==> config.mk <==
export PLATFORM = sky130hd
export DESIGN_NAME = fsic_io_serdes_tx_framer
export DESIGN_NICKNAME = d
export VERILOG_FILES = /design/src/rtl/fsic_io_serdes_tx_framer.sv
export SDC_FILE = /design/constraint.sdc
export NUM_CORES = 1
export LEC_CHECK = 0
export ABC_AREA = 1
export BUFFER_PORTS_ARGS = -buffer_cell sky130_fd_sc_hd__buf_4
export CORE_UTILIZATION = 60
export DETAILED_ROUTE_END_ITERATION = 10
export PLACE_DENSITY = 0.84
export SLEW_MARGIN = 5
export SYNTH_ARGS = -nofsm -noshare
export SYNTH_HDL_FRONTEND = slang
export SYNTH_SLANG_ARGS = --single-unit
export TNS_END_PERCENT = 50
==> constraint.sdc <==
create_clock -name ioclk -period 5.5 [get_ports ioclk]
set_clock_uncertainty 0.2 [all_clocks]
set_input_delay 0.825 -clock ioclk [delete_from_list [all_inputs] [get_ports ioclk]]
set_output_delay 0.825 -clock ioclk [all_outputs]
set_load 0.05 [all_outputs]
==> src/rtl/fsic_io_serdes_tx_framer.sv <==
// FSIC IO serdes transmit framer: FIFO-buffered stream words serialised over
// pCLK_RATIO ioclk cycles, with link training, credit flow control and parity.

module fsic_io_serdes_tx_framer #(
    parameter int pDATA_WIDTH   = 32,
    parameter int pCLK_RATIO    = 4,
    parameter int pTxFIFO_DEPTH = 4,
    parameter int pCREDIT_WIDTH = 4,
    parameter int pINIT_CREDIT  = 4,
    parameter int pTRAIN_FRAMES = 8,
    localparam int pLANES = pDATA_WIDTH / pCLK_RATIO,
    localparam int PW     = $clog2(pCLK_RATIO),
    localparam int AW     = $clog2(pTxFIFO_DEPTH)
) (
    input  logic                     ioclk,
    input  logic                     ioclk_rst,
    input  logic                     txen,
    input  logic [pDATA_WIDTH-1:0]   in_tdata,
    input  logic                     in_tlast,
    input  logic                     in_tvalid,
    output logic                     in_tready,
    input  logic                     credit_return,
    output logic [pLANES-1:0]        serial_txd,
    output logic                     serial_tctl,
    output logic                     serial_tclk_en,
    output logic [PW-1:0]            phase_out,
    output logic [1:0]               link_state,
    output logic [pCREDIT_WIDTH-1:0] credit_cnt,
    output logic [AW:0]              fifo_level,
    output logic                     credit_ovf
);

    typedef enum logic [1:0] {
        IDLE  = 2'd0,
        TRAIN = 2'd1,
        RUN   = 2'd2
    } state_t;

    localparam int LW  = AW + 1;
    localparam int TCW = $clog2(pTRAIN_FRAMES + 1);
    localparam int CW  = pCREDIT_WIDTH;

    localparam logic [pCLK_RATIO-1:0] TRAIN_CTL  = pCLK_RATIO'(2);
    localparam logic [PW-1:0]         LAST_PHASE = PW'(pCLK_RATIO - 1);
    localparam logic [TCW-1:0]        LAST_TRAIN = TCW'(pTRAIN_FRAMES - 1);
    localparam logic [LW-1:0]         FULL_LEVEL = LW'(pTxFIFO_DEPTH);

    // Frame held lane-major: frame[j][p] is the bit lane j drives at phase p,
    // which is exactly data[j*R+p] when a word is loaded unchanged.
    typedef logic [pLANES-1:0][pCLK_RATIO-1:0] frame_t;

    state_t                  state, state_nxt;
    logic [PW-1:0]           phase, phase_nxt;
    frame_t                  frame, frame_nxt, train_frame, run_frame;
    logic [pCLK_RATIO-1:0]   fctl, fctl_nxt, run_ctl;
    logic [TCW-1:0]          tcnt, tcnt_nxt;

    logic [pDATA_WIDTH:0]    mem [pTxFIFO_DEPTH];
    logic [AW-1:0]           wr_ptr, rd_ptr;
    logic [LW-1:0]           level;
    logic [CW-1:0]           credits;

    logic                    push, pop, can_send, frame_end;
    logic [pDATA_WIDTH-1:0]  head_data;
    logic                    head_last;

    assign in_tready = (level != FULL_LEVEL);
    assign push      = in_tvalid && in_tready;
    assign can_send  = (level != '0) && (credits != '0);
    assign frame_end = (phase == LAST_PHASE);
    assign head_data = mem[rd_ptr][pDATA_WIDTH-1:0];
    assign head_last = mem[rd_ptr][pDATA_WIDTH];

    always_comb begin
        train_frame = '0;
        for (int unsigned j = 0; j < pLANES; j++) begin
            train_frame[j] = pCLK_RATIO'(1);
        end
    end

    always_comb begin
        run_frame = '0;
        run_ctl   = '0;
        if (can_send) begin
            run_frame  = head_data;
            run_ctl[0] = 1'b1;
            run_ctl[1] = head_last;
            run_ctl[2] = ^head_data;
        end
    end

    always_comb begin
        state_nxt = state;
        phase_nxt = phase + 1'b1;
        frame_nxt = frame;
        fctl_nxt  = fctl;
        tcnt_nxt  = tcnt;
        pop       = 1'b0;
        case (state)
            IDLE: begin
                phase_nxt = '0;
                if (txen) begin
                    state_nxt = TRAIN;
                    frame_nxt = train_frame;
                    fctl_nxt  = TRAIN_CTL;
                    tcnt_nxt  = '0;
                end
            end
            TRAIN: begin
                if (frame_end) begin
                    if (!txen) begin
                        state_nxt = IDLE;
                        frame_nxt = '0;
                        fctl_nxt  = '0;
                    end else if (tcnt == LAST_TRAIN) begin
                        state_nxt = RUN;
                        frame_nxt = run_frame;
                        fctl_nxt  = run_ctl;
                        pop       = can_send;
                    end else begin
                        tcnt_nxt  = tcnt + 1'b1;
                        frame_nxt = train_frame;
                        fctl_nxt  = TRAIN_CTL;
                    end
                end
            end
            RUN: begin
                if (frame_end) begin
                    if (!txen) begin
                        state_nxt = IDLE;
                        frame_nxt = '0;
                        fctl_nxt  = '0;
                    end else begin
                        frame_nxt = run_frame;
                        fctl_nxt  = run_ctl;
                        pop       = can_send;
                    end
                end
            end
            default: begin
                state_nxt = IDLE;
                phase_nxt = '0;
                frame_nxt = '0;
                fctl_nxt  = '0;
            end
        endcase
    end

    always_ff @(posedge ioclk or posedge ioclk_rst) begin
        if (ioclk_rst) begin
            state <= IDLE;
            phase <= '0;
            frame <= '0;
            fctl  <= '0;
            tcnt  <= '0;
        end else begin
            state <= state_nxt;
            phase <= phase_nxt;
            frame <= frame_nxt;
            fctl  <= fctl_nxt;
            tcnt  <= tcnt_nxt;
        end
    end

    // Storage is not reset; occupancy and pointers define what is valid.
    always_ff @(posedge ioclk) begin
        if (push) begin
            mem[wr_ptr] <= {in_tlast, in_tdata};
        end
    end

    always_ff @(posedge ioclk or posedge ioclk_rst) begin
        if (ioclk_rst) begin
            wr_ptr <= '0;
            rd_ptr <= '0;
            level  <= '0;
        end else begin
            if (push) wr_ptr <= wr_ptr + 1'b1;
            if (pop)  rd_ptr <= rd_ptr + 1'b1;
            case ({push, pop})
                2'b10:   level <= level + 1'b1;
                2'b01:   level <= level - 1'b1;
                default: level <= level;
            endcase
        end
    end

    always_ff @(posedge ioclk or posedge ioclk_rst) begin
        if (ioclk_rst) begin
            credits    <= CW'(pINIT_CREDIT);
            credit_ovf <= 1'b0;
        end else if (pop && !credit_return) begin
            credits <= credits - 1'b1;
        end else if (!pop && credit_return) begin
            if (credits == '1) begin
                credit_ovf <= 1'b1;
            end else begin
                credits <= credits + 1'b1;
            end
        end
    end

    always_comb begin
        serial_txd = '0;
        for (int unsigned j = 0; j < pLANES; j++) begin
            serial_txd[j] = frame[j][phase];
        end
    end

    assign serial_tctl    = fctl[phase];
    assign serial_tclk_en = (state != IDLE);
    assign phase_out      = phase;
    assign link_state     = state;
    assign credit_cnt     = credits;
    assign fifo_level     = level;

endmodule

==> run metrics <==
outcome finished, final reports clean; average footprint of a synthesized cell 8.964 µm²; maximum buffer depth of the clock tree 2; P&R area growth vs syn 12.94%; final routed DRC violation total 0; R2R cell count 11; reg2reg setup slack around 2.1 ns; Avg Vias per Cell 5.611; post-cts resize count 0; setup TNS 0 ns; number of levels the H-tree was split into 4; critical path type register to output pin; power per cell area around 540 nW/µm²; final critical-path required period about 3.4 ns; footprint of the multi-input gates between 3000 and 4000 µm²; footprint of the flip-flops and latches between 5000 and 6000 µm²; most common library cell in the layout ignoring fill and taps sky130_fd_sc_hd__nand2_1; drt pass-1 iters 7; type of origin of the critical path register; synthesized cell area 8875 µm²; DIE AREA between 15000 and 20000 µm²; sequential share of the synthesized area 0.6019; end of the worst register-to-register path frame[2]; x dimension of the die approximately 120 µm; total of hold buffers inserted after clock tree synthesis 0; final hold violation count 0; final worst-path cycle share 0.6195; path type of the worst min-delay path register to register; via count of the first global-routing pass ~6400; quantity of I/O buffers inserted on ports 60; fill cell total of the finished layout 1031; count of vias placed by the detailed router approximately 7000; critical path endpoint category output pin; DIE HEIGHT ~120 µm; number of instances in the synthesized netlist approximately 1000; Worst-Margin Slew roughly 1.2 ns; initial antenna violation count 0; tightest slew margin relative to the limit 0.1919; Setup Buffers After CTS 0; Fmax achieved 293.5 MHz; synthesis warning total 0; TritonCTS sink count around 190; number of max-slew violations in the final report 0; global router's overall resource usage 0.2672; total power after layout between 5 and 6 mW; starting utilization of the core area 0.6129; Crit Reg-Reg Startpoint phase_out[0]; total wire length after detailed routing 19170 µm; clk_lat worst skew around 0.43 ns; Max Fanout on Critical Path 20; GPL Wtd Cong 0.8573; largest net degree at the start of global routing around 70; utilization after layout 0.6923; Synth Net Count around 1000; Critical Path Source phase_out[0]; count of pins on the block boundary 61; number of distinct standard cells referenced by the synthesized netlist 35; Ant. Diodes 0; grt total ovfl 0; Rows 44; leading cell types in the layout, fill and taps excluded sky130_fd_sc_hd__nand2_1 (477), sky130_fd_sc_hd__edfxtp_1 (132), sky130_fd_sc_hd__nand3_1 (72); final routed wire length divided by cell count roughly 16 µm; cts bufs inserted 17; nets around 1100; placed wire-length estimate between 10000 and 15000 µm; number of nets with antenna violations after detailed routing 0; starting DRC count in detailed routing ~560; Finish-stage setup viols 0; RSZ-0062 raised after global routing no; data required time of the critical path ~4.5 ns; Worst IR Drop VDD 0.0003051 V; end point of the critical path serial_txd[4]; CTS clk-pin slew, worst paths 0.06 ns; number of max-cap violations 0; fraction of layout cells with a size suffix above 1 0.1040; first-pass GRT wire length around 30000 µm; clock root buffer sky130_fd_sc_hd__clkbuf_16; Leak Pwr 4.575 nW; TritonCTS clock tree done; arrival time reported for the critical path endpoint roughly 2.4 ns; core area around 14000 µm²; Seq cells post-synth approximately 190
cells in the mapped netlist (all sizes together):
| master | instances | area [µm²] |
|---|---|---|
| dfrtp | 54 | 1351 |
| a31o | 1 | 8.760 |
| ha | 15 | 187.7 |
| nand2 | 477 | 1790 |
| a21oi | 16 | 83.83 |
| nand3 | 72 | 360.4 |
| o22ai | 8 | 50.05 |
| or2 | 1 | 6.260 |
| a221oi | 1 | 8.760 |
| o31ai | 1 | 7.510 |
| nand4 | 1 | 6.260 |
| o211ai | 8 | 60.06 |
| a211oi | 1 | 7.510 |
| a21o | 1 | 7.510 |
| fa | 1 | 20.02 |
| dfstp | 1 | 26.28 |
| inv | 66 | 250.3 |
| xor2 | 5 | 43.79 |
| o21ai | 53 | 265.3 |
| buf | 26 | 155.2 |
| nor3 | 2 | 10.01 |
| xnor2 | 3 | 26.28 |
| clkbuf | 9 | 33.78 |
| o2111ai | 1 | 8.760 |
| nor2 | 32 | 122.6 |
| nor4 | 2 | 12.51 |
| edfxtp | 132 | 3964 |
metal layers:
layer  wire length, µm  global-route usage  share of wire  vias up
met5                 0                   0              0        -
met4               643              0.1340          0.034        0
met3              1235             0.05449          0.064       44
met2              9494              0.4556           0.50      250
met1              7795              0.3223           0.41     3286
li1                  -                   -              -     3333
sequential cells by signal (all words and copies together) (netlist names):
| signal | count |
|---|---|
| credit_cnt | 4 |
| credit_ovf | 1 |
| fctl | 3 |
| fifo_level | 3 |
| frame | 32 |
| link_state | 2 |
| mem | 132 |
| phase_out | 2 |
| rd_ptr | 2 |
| tcnt | 4 |
| wr_ptr | 2 |
stage by stage:
step / setup slack (ns) / cell area (µm²) / hold slack, ns / cells
floorplan: 1.867 / 8875 / 0.2479 / 990
global placement: 2.445 / 9420 / 0.2444 / 1202
detailed placement: 2.235 / 9420 / 0.2588 / 1202
CTS: 2.153 / 10020 / 0.2764 / 1232
global route: 1.806 / 10020 / 0.3131 / 1232
finish: 2.093 / 10020 / 0.2745 / 1232
where the power goes:
group          leakage (nW)  switching, mW  internal (mW)
clock                 0.287          0.500          0.754
combinational          2.36           1.59          0.604
sequential             1.92          0.139           1.84
total                  4.58           2.23           3.20
worst min path at each step:
stage	start	end	cells past startpoint
2_1_floorplan	frame[11]	frame[11]	2
3_3_place_gp	credit_ovf	credit_ovf	1
3_5_place_dp	credit_ovf	credit_ovf	1
4_1_cts	credit_ovf	credit_ovf	1
6_report	credit_ovf	credit_ovf	1
5_1_grt	frame[19]	frame[19]	2
critical path: stages (launching register included):
cell                      delay [ns]
sky130_fd_sc_hd__dfrtp_1        0.73
sky130_fd_sc_hd__inv_1          0.45
sky130_fd_sc_hd__a21oi_1        0.24
sky130_fd_sc_hd__o21ai_0        0.09
sky130_fd_sc_hd__o21ai_0        0.17
sky130_fd_sc_hd__buf_4          0.27
kinds of logic after synthesis:
group | count (synthesis) | synth area share
AOI/OAI and AO/OA | 91 | 0.05724
xor gates and xnor gates | 8 | 0.007895
adders and majority gates | 16 | 0.02340
buffers and inverters | 101 | 0.04949
DFF | 187 | 0.6019
and+or+nand+nor | 587 | 0.2601
layout make-up:
class / count / share of cell area
multi-input combinational: 702 / 0.3117
sequential: 187 / 0.5330
clock inverter: 12 / 0.01735
clock buffer: 18 / 0.04282
tap: 184 / 0.02297
inverter: 66 / 0.02497
timing repair buffer: 63 / 0.04718
(Power assumes the default switching activity.)
